$ cat config.mk
export PLATFORM = sky130hd
export DESIGN_NAME = cmos_arbiter
export DESIGN_NICKNAME = d
export VERILOG_FILES = /design/src/rtl/cmos_pkg.sv /design/src/rtl/cmos_arbiter.sv
export SDC_FILE = /design/constraint.sdc
export NUM_CORES = 1
export LEC_CHECK = 0
export BUFFER_PORTS_ARGS = -buffer_cell sky130_fd_sc_hd__buf_2
export CORE_MARGIN = 2
export CORE_UTILIZATION = 36
export CTS_CLUSTER_DIAMETER = 60
export DETAILED_ROUTE_END_ITERATION = 12
export GPL_ROUTABILITY_DRIVEN = 0
export PLACE_DENSITY = 0.88
export SYNTH_ARGS = -nofsm -noshare
export SYNTH_HDL_FRONTEND = slang
export SYNTH_SLANG_ARGS = --single-unit
$ cat constraint.sdc
create_clock -name clock_12 -period 3.6 [get_ports clock_12]
set_clock_uncertainty 0.1 [all_clocks]
set_input_delay 0.54 -clock clock_12 [delete_from_list [all_inputs] [get_ports clock_12]]
set_output_delay 0.54 -clock clock_12 [all_outputs]
set_load 0.02 [all_outputs]
$ cat src/rtl/cmos_pkg.sv
// cmos_pkg: shared defaults and FSM state encoding for the CMOS arbiter.
// The CLR_RUN state exists only when CMOS_CLEAR_EN is defined.
package cmos_pkg;

   localparam int unsigned CMOS_ADDR_W    = 10;
   localparam int unsigned CMOS_DATA_W    = 4;
   localparam logic [3:0]  CMOS_CLEAR_VAL = 4'hF;

   typedef enum logic [1:0] {
      ST_IDLE      = 2'd0,
      ST_HPS_GRANT = 2'd1,
      ST_HPS_ACK   = 2'd2
`ifdef CMOS_CLEAR_EN
      ,
      ST_CLR_RUN   = 2'd3
`endif
   } cmos_state_t;

endpackage

$ cat src/rtl/cmos_arbiter.sv
// cmos_arbiter: shares one external single-port CMOS RAM between the CPU
// (absolute priority, never stalled) and the HPS (request/ack handshake).
// Optional high-score clear sweep is built in with `define CMOS_CLEAR_EN.
module cmos_arbiter
   import cmos_pkg::*;
#(
   parameter int unsigned       ADDR_W    = CMOS_ADDR_W,
   parameter int unsigned       DATA_W    = CMOS_DATA_W,
   parameter logic [DATA_W-1:0] CLEAR_VAL = DATA_W'(CMOS_CLEAR_VAL)
) (
   input  logic              clock_12,
   input  logic              reset_n,
   input  logic              cpu_cs,
   input  logic              cpu_we,
   input  logic [ADDR_W-1:0] cpu_addr,
   input  logic [DATA_W-1:0] cpu_din,
   output logic [DATA_W-1:0] cpu_dout,
   input  logic              hps_req,
   input  logic              hps_we,
   input  logic [ADDR_W-1:0] hps_addr,
   input  logic [7:0]        hps_din,
   output logic [DATA_W-1:0] hps_dout,
   output logic              hps_ack,
   input  logic              clear_req,
   output logic              busy,
   output logic              dirty,
   output logic [ADDR_W-1:0] ram_addr,
   output logic              ram_we,
   output logic [DATA_W-1:0] ram_din,
   input  logic [DATA_W-1:0] ram_dout
);

   localparam logic [ADDR_W-1:0] LAST_ADDR = '1;

   cmos_state_t       r_state;
   logic              r_hps_ack;
   logic [DATA_W-1:0] r_hps_dout;
   logic              r_hps_rd;
   logic              r_rd_last;
   logic              r_dirty;

   logic              w_cpu_wr;
   logic              w_hps_grant;
   logic              w_clr_start;
   logic              w_clr_done;
   logic              w_unused;

   assign w_cpu_wr = cpu_cs & cpu_we;
   assign w_unused = ^{clear_req, hps_din, CLEAR_VAL};

`ifdef CMOS_CLEAR_EN
   logic              r_clear_q;
   logic              r_clr_pend;
   logic              r_busy;
   logic [ADDR_W-1:0] r_clr_cnt;
   logic              w_clr_edge;
   logic              w_clr_wr;

   assign w_clr_edge  = clear_req & ~r_clear_q;
   assign w_clr_start = (r_state == ST_IDLE) & (w_clr_edge | r_clr_pend);
   assign w_clr_wr    = (r_state == ST_CLR_RUN) & ~cpu_cs;
   assign w_clr_done  = w_clr_wr & (r_clr_cnt == LAST_ADDR);
   assign busy        = r_busy;
`else
   assign w_clr_start = 1'b0;
   assign w_clr_done  = 1'b0;
   assign busy        = 1'b0;
`endif

   // The HPS access itself happens in the granting IDLE cycle, so the
   // registered RAM read data is already present during HPS_GRANT.
   assign w_hps_grant = (r_state == ST_IDLE) & hps_req & ~cpu_cs & ~w_clr_start;

   assign cpu_dout = ram_dout;
   assign hps_dout = r_hps_dout;
   assign hps_ack  = r_hps_ack;
   assign dirty    = r_dirty;

   // RAM port mux: CPU first, then a granted HPS access, then the clear sweep.
   always_comb begin
      ram_addr = cpu_addr;
      ram_we   = w_cpu_wr;
      ram_din  = cpu_din;
      if (!cpu_cs) begin
         if (w_hps_grant) begin
            ram_addr = hps_addr;
            ram_we   = hps_we;
            ram_din  = hps_din[DATA_W-1:0];
         end
`ifdef CMOS_CLEAR_EN
         else if (w_clr_wr) begin
            ram_addr = r_clr_cnt;
            ram_we   = 1'b1;
            ram_din  = CLEAR_VAL;
         end
`endif
      end
   end

   // Arbitration FSM with registered ack/read data and the inline clear sequencer.
   always_ff @(posedge clock_12 or negedge reset_n) begin
      if (!reset_n) begin
         r_state    <= ST_IDLE;
         r_hps_ack  <= 1'b0;
         r_hps_dout <= '0;
         r_hps_rd   <= 1'b0;
         r_rd_last  <= 1'b0;
`ifdef CMOS_CLEAR_EN
         r_clear_q  <= 1'b0;
         r_clr_pend <= 1'b0;
         r_busy     <= 1'b0;
         r_clr_cnt  <= '0;
`endif
      end else begin
         r_hps_ack <= 1'b0;
         case (r_state)
            ST_IDLE: begin
`ifdef CMOS_CLEAR_EN
               if (w_clr_start) begin
                  r_state    <= ST_CLR_RUN;
                  r_busy     <= 1'b1;
                  r_clr_pend <= 1'b0;
               end else
`endif
               if (w_hps_grant) begin
                  r_state   <= ST_HPS_GRANT;
                  r_hps_rd  <= ~hps_we;
                  r_rd_last <= ~hps_we & (hps_addr == LAST_ADDR);
               end
            end
            ST_HPS_GRANT: begin
               r_state   <= ST_HPS_ACK;
               r_hps_ack <= 1'b1;
               if (r_hps_rd) r_hps_dout <= ram_dout;
            end
            ST_HPS_ACK: begin
               r_state <= ST_IDLE;
            end
`ifdef CMOS_CLEAR_EN
            ST_CLR_RUN: begin
               if (w_clr_wr) begin
                  r_clr_cnt <= r_clr_cnt + ADDR_W'(1);
                  if (w_clr_done) begin
                     r_state <= ST_IDLE;
                     r_busy  <= 1'b0;
                  end
               end
            end
`endif
            default: r_state <= ST_IDLE;
         endcase
`ifdef CMOS_CLEAR_EN
         r_clear_q <= clear_req;
         if (w_clr_edge && (r_state == ST_HPS_GRANT || r_state == ST_HPS_ACK))
            r_clr_pend <= 1'b1;
`endif
      end
   end

   // Dirty flag: CPU writes and sweep completion set it, a full-save read of the last address clears it.
   always_ff @(posedge clock_12 or negedge reset_n) begin
      if (!reset_n) begin
         r_dirty <= 1'b0;
      end else if (w_cpu_wr || w_clr_done) begin
         r_dirty <= 1'b1;
      end else if (r_hps_ack && r_rd_last) begin
         r_dirty <= 1'b0;
      end
   end

endmodule

==> impl_results.md, run 1 <==
- CP Capture Type: output pin
- Most used cell, CP: buf_2
- Delay-heaviest family, CP: buffers and inverters
- Pre-antenna DRT Iters: 4
- Die Wd: 46.4 um
- CP required: 2.96 ns
- CP max FO: 19
- H-tree levels: 1
- Power Dens Cells: 405 nW/um^2
- Achievable Freq: 0.418 GHz
- Ys async rst share: 100%
- Post-DP HPWL: 1330 um
- CP bufs+invs: 3
- Buffers on Ports: 62
- Instance count of the mapped netlist: 50
- Dominant cell type by area after synthesis: dfrtp_1
- Setup crit start: cpu_cs
- Post-DRT Antenna Nets: 0
- DP Cell Count: 131
- Min-delay worst type: in2async
- Synth top area share: 38.8%
- #FFs+latches synth: 10
- Status: completed
- Register area share after synthesis: 38.8%
- Worst Setup EP: ram_addr[5]
- CP Class: in2out
- Unrepaired setup endpoints after global routing: false
- Tot GR Track Use: 16.3%
- # DRC: 0
- Cts bufs inserted: 3
- Top-Level Pins: 69
- Root buffer cell: clkbuf_4
- Skew-Pair Late Insertion Delay: 0.26 ns
- Synth top area cells: dfrtp_1 39%, mux2_2 23%, mux2_4 14%, buf_4 5.8%, a22o_2 3.1%
- Synth warn: 0
- Number of global-route vias before repair: 564
- CP peak stage delay: 0.37 ns
- Layout cell share with drive strength beyond 1: 80.9%
- GR Overflow Total: 0
- Tcrit/Tclk final: 66.4%
- Post-layout minimum cycle time: 2.39 ns
- Leak pwr: 0.521 nW
- CP max stage cell: mux2_2
- Post-synth top cells: 13 x mux2_2, 10 x dfrtp_1, 6 x mux2_4
- CTS resizes: 0
- ANT cells: 0
- CP arrival: 1.75 ns
- Synth cell types: 15
- DIE HEIGHT: 46.4 um
- Final setup vio count: 0
- Setup bufs post-CTS: 0
- Max VDD drop: 0.189 mV
- Setup TNS: 0 ns
- Post-CTS Hold Buffers: 0
- Most common cell in the synthesized netlist: mux2_2
- Core area: 1710 um^2
- Largest net degree at the start of global routing: 20
- Synth-to-layout area growth: 50.4%
- Crit path launch type: primary input
- Cell count along the critical path: 5
- Critical R2R Launch: r_state[0]$_DFFE_PN0P_
- DRT iter0 DRCs: 1
- Via count: 629
- CP cell instances: buf_2 > nor4b_4 > buf_4 > mux2_2 > buf_2
- Layout net count: 154
- Final Hold Fails: 0
- Total die area: 2150 um^2
- Final std cells w/o fill: 135
- Reg2reg setup slack: 2.07 ns
- Syn avg cell area: 12.9 um^2
- CTS Sinks: 10
- Primary FF master, synth: dfrtp_1
- Initial antenna violation count: 0
- DR vias/cell: 4.66
- Max-cap violations: 0
- Worst-path clk slew: 0.06 ns
- Wire per inst: 11.2 um
- Post-synthesis instance area: 646 um^2
- First-pass GRT wire length: 2300 um
- Row count: 15
- EDFF count, synth: 0
- Post-synth net total: 93
- CTS tree: done
- Detailed-route wire length: 1520 um
- Buffer depth of the longest clock path: 2
- Worst r2r path cells: 3
- Starting Density: 37.8%
- Max-slew violations: 0
- Reg-to-reg endpoint: r_rd_last$_DFFE_PN0P_
## kinds of logic (layout without fill, tap and decap cells)
kind of cell | after synthesis | after routing | synth area share (%)
other | 1 | 1 | 0.581
DFF | 10 | 10 | 38.8
muxes | 19 | 19 | 36.6
and+or+nand+nor | 10 | 10 | 9.49
buffers and inverters | 7 | 67 | 10.7
AOI/OAI and AO/OA | 3 | 3 | 3.88
## report_power, final
group / switching [mW] / internal, mW / leakage [nW]
Sequential: 0.00977 / 0.133 / 0.120
Clock: 0.0375 / 0.0614 / 0.0210
Combinational: 0.0806 / 0.0705 / 0.380
## area by class of cell
class | count | area, um^2
clock buffer | 4 | 36.3
fill | 168 | 737
multi-input combinational | 33 | 335
sequential | 10 | 250
tap | 25 | 31.3
timing repair buffer | 63 | 318
## metal layers
layer | wire (um) | global-route usage [%]
met1 | 523 | 15.8
met2 | 780 | 29.2
met3 | 173 | 3.92
met4 | 40 | 12.0
met5 | 0 | 0
## registers in the layout, indices dropped and copies added (netlist names)
signal     cells
hps_dout       4
r_state        2
dirty          1
hps_ack        1
r_hps_rd       1
r_rd_last      1
## how the worst min path moves through the flow
stage | from | to | slack, ns | cells after the start
after CTS | reset_n | hps_ack$_DFF_PN0_ | 0.02 | 1
final | reset_n | hps_dout[0]$_DFFE_PN0P_ | 0.02 | 1
after global routing | reset_n | hps_dout[1]$_DFFE_PN0P_ | 0.03 | 1
after detailed placement | reset_n | hps_dout[3]$_DFFE_PN0P_ | 0.31 | 1
after floorplan | reset_n | dirty$_DFFE_PN0P_ | 0.14 | 0
after global placement | reset_n | hps_dout[2]$_DFFE_PN0P_ | 0.30 | 1
## cells in the final DEF, fill, tap and decap left out, drive strengths merged
| cell type | n |
|---|---|
| buf | 63 |
| mux2 | 19 |
| dfrtp | 10 |
| clkbuf | 4 |
| nand2 | 3 |
| nor2b | 2 |
| a22o | 2 |
| nand4 | 2 |
| nor4b | 1 |
| nor4 | 1 |
| nor2 | 1 |
| a21oi | 1 |
| conb | 1 |
## through the flow
step	hold slack, ns	worst slack, ns	area [um^2]	utilization (%)	power (mW)
CTS	0.0205	1.19	971	56.8	0.400
detailed placement	0.309	1.21	935	54.7	0.299
global placement	0.301	1.22	935	54.7	0.293
global route	0.0281	1.13	971	56.8	0.417
finish	0.0210	1.21	971	56.8	0.393
floorplan	0.144	1.50	646	-	0.244
Note: power is estimated with default switching activity, not from simulation.
==> inputs of run 2 (changes only) <==
--- a/config.mk
+++ b/config.mk
@@ -7,11 +7,11 @@
 export LEC_CHECK = 0
 export BUFFER_PORTS_ARGS = -buffer_cell sky130_fd_sc_hd__buf_2
 export CORE_MARGIN = 2
-export CORE_UTILIZATION = 36
+export CORE_UTILIZATION = 34
 export CTS_CLUSTER_DIAMETER = 60
 export DETAILED_ROUTE_END_ITERATION = 12
 export GPL_ROUTABILITY_DRIVEN = 0
-export PLACE_DENSITY = 0.88
+export PLACE_DENSITY = 0.84
 export SYNTH_ARGS = -nofsm -noshare
 export SYNTH_HDL_FRONTEND = slang
 export SYNTH_SLANG_ARGS = --single-unit
==> constraint.sdc (replaced) <==
create_clock -name clock_12 -period 2.5 [get_ports clock_12]
set_clock_uncertainty 0.1 [all_clocks]
set_input_delay 0.375 -clock clock_12 [delete_from_list [all_inputs] [get_ports clock_12]]
set_output_delay 0.375 -clock clock_12 [all_outputs]
set_load 0.02 [all_outputs]
==> impl_results.md, run 2 (synthesized netlist as in run 1, its figures left out) <==
- Unrepaired setup endpoints after global routing: false
- Final Hold Fails: 0 (unchanged)
- CTS Sinks: 10 (unchanged)
- Buffers on Ports: 62 (unchanged)
- Met1 wire length: 551 um (+5.4%)
- Setup TNS: 0 ns (unchanged)
- Setup bufs post-CTS: 0 (unchanged)
- Tot GR Track Use: 14.1% (-2.2 points)
- Largest register FFs: 4 (unchanged)
- Row count: 15 (unchanged)
- CTS resizes: 0 (unchanged)
- Synth-to-layout area growth: 51.9%
- Via count: 605 (-3.8%)
- CP arrival: 1.74 ns (about the same)
- Core area: 1760 um^2 (+3.3%)
- Min-delay worst type: in2reg
- Post-DRT Antenna Nets: 0 (unchanged)
- CP Class: reg2out
- Final instance area: 981 um^2 (+1.0%)
- Area after DPL: 935 um^2 (unchanged)
- CP max stage cell: dfrtp_1
- Post-DP HPWL: 1300 um (-2.0%)
- DIE HEIGHT: 47.6 um (+2.6%)
- Root buffer cell: clkbuf_4
- Worst-path clk slew: 0.06 ns (about the same)
- Layout cell share with drive strength beyond 1: 80.2% (-0.73 points)
- Skew-Pair Late Insertion Delay: 0.26 ns (about the same)
- Die Wd: 47.6 um (+2.6%)
- Pre-antenna DRT Iters: 2 (-2)
- Starting Density: 36.6% (-1.2 points)
- Achievable Freq: 0.452 GHz
- Pre-CTS setup slack: 0.436 ns (-0.770 ns)
- Most common cell after layout, fill and taps aside: buf_2
- CP max FO: 19 (unchanged)
- Post-layout minimum cycle time: 2.21 ns
- CP peak stage delay: 0.41 ns (+0.04 ns)
- Max VDD drop: 0.311 mV (+64%)
- Top sig layer: met3
- WL met3: 189 um (+9.2%)
- Leak pwr: 0.526 nW (+0.80%)
- DRT iter0 DRCs: 1 (unchanged)
- Power Dens Cells: 574 nW/um^2 (+42%)
- Number of global-route vias before repair: 583 (+3.4%)
- Wire per inst: 10.7 um (-4.7%)
- DR vias/cell: 4.45 (-4.5%)
- First-pass GRT wire length: 2250 um (-2.4%)
- Crit path launch type: register
- Top-Level Pins: 69 (unchanged)
- Final worst slack: 0.287 ns (-0.922 ns)
- ANT cells: 0 (unchanged)
- Tcrit/Tclk final: 88.5%
- CP cell instances: nor4b_4 > buf_4 > mux2_2 > buf_2
- Final setup vio count: 0 (unchanged)
- Status: completed
- Most frequent cells in the layout: 62 x buf_2, 13 x mux2_2, 10 x dfrtp_1, 6 x mux2_4
- Routed wire length on met2: 714 um (-8.5%)
- CP bufs+invs: 2 (-1)
- Max-slew violations: 0 (unchanged)
- Initial antenna violation count: 0 (unchanged)
- CP required: 2.03 ns (-0.93 ns)
- Cts bufs inserted: 3 (unchanged)
- Layout net count: 155 (+0.65%)
- Buffer depth of the longest clock path: 2 (unchanged)
- Total die area: 2260 um^2 (+5.4%)
- Delay-heaviest family, CP: buffers and inverters
- Largest net degree at the start of global routing: 20 (unchanged)
- # DRC: 0 (unchanged)
- Detailed-route wire length: 1460 um (-4.0%)
- GR Overflow Total: 0 (unchanged)
- H-tree levels: 1 (unchanged)
- CTS tree: done
- CP Capture Type: output pin
- Max-cap violations: 0 (unchanged)
-- run 2: routing by layer --
metal	global-route usage [%]	up-vias
li1	-	297
met1	16.0	260
met2	25.1	48
met3	4.15	0
met4	4.86	0
met5	0	-
-- run 2: repair_timing --
action / in CTS / in global routing
endpoints found under the hold margin: 10 / 0
hold buffers: 1 / 0
setup endpoints to repair: 0 / 0
-- run 2: area by class of cell --
type / instances / area, um^2
clock buffers: 4 / 36.3
fillers: 173 / 783
multi-input cells: 33 / 335
flip-flops and latches: 10 / 250
well taps: 25 / 31.3
repair buffers: 64 / 328
-- run 2: worst reg2reg max path, stage by stage, from the launching register on --
cell and delay, ns:
dfrtp_1 0.41, nor4b_4 0.25, buf_4 0.30, mux2_2 0.37
-- run 2: worst paths after layout --
kind                                         start                      end  slack (ns)  depth (start not counted)
setup reg to reg            r_state[0]$_DFFE_PN0P_    r_rd_last$_DFFE_PN0P_        0.96                          3
min in group asynchronous                  reset_n     r_hps_rd$_DFFE_PN0P_        0.40                          2
setup / recovery            r_state[0]$_DFFE_PN0P_              ram_addr[2]        0.29                          4
max in group asynchronous                  reset_n   r_state[1]$_DFFE_PN0P_        1.72                          2
hold reg to reg            hps_dout[3]$_DFFE_PN0P_  hps_dout[3]$_DFFE_PN0P_        0.40                          1
hold / removal                              hps_we     r_hps_rd$_DFFE_PN0P_        0.22                          2
-- run 2: stage by stage --
step                      cells  hold WS [ns]  utilization [%]  power, mW
after CTS                   136         0.218             55.6      0.574
after global routing        136         0.247             55.6      0.604
final                       136         0.224             55.6      0.563
after global placement      131         0.136             53.0      0.423
after detailed placement    131         0.144             53.0      0.430
after floorplan              50       -0.0206                -      0.352
-- run 2: power breakdown --
part	total, mW	switching, mW	internal (mW)
Combinational	0.218	0.116	0.102
Sequential	0.207	0.0143	0.192
Clock	0.139	0.0503	0.0882
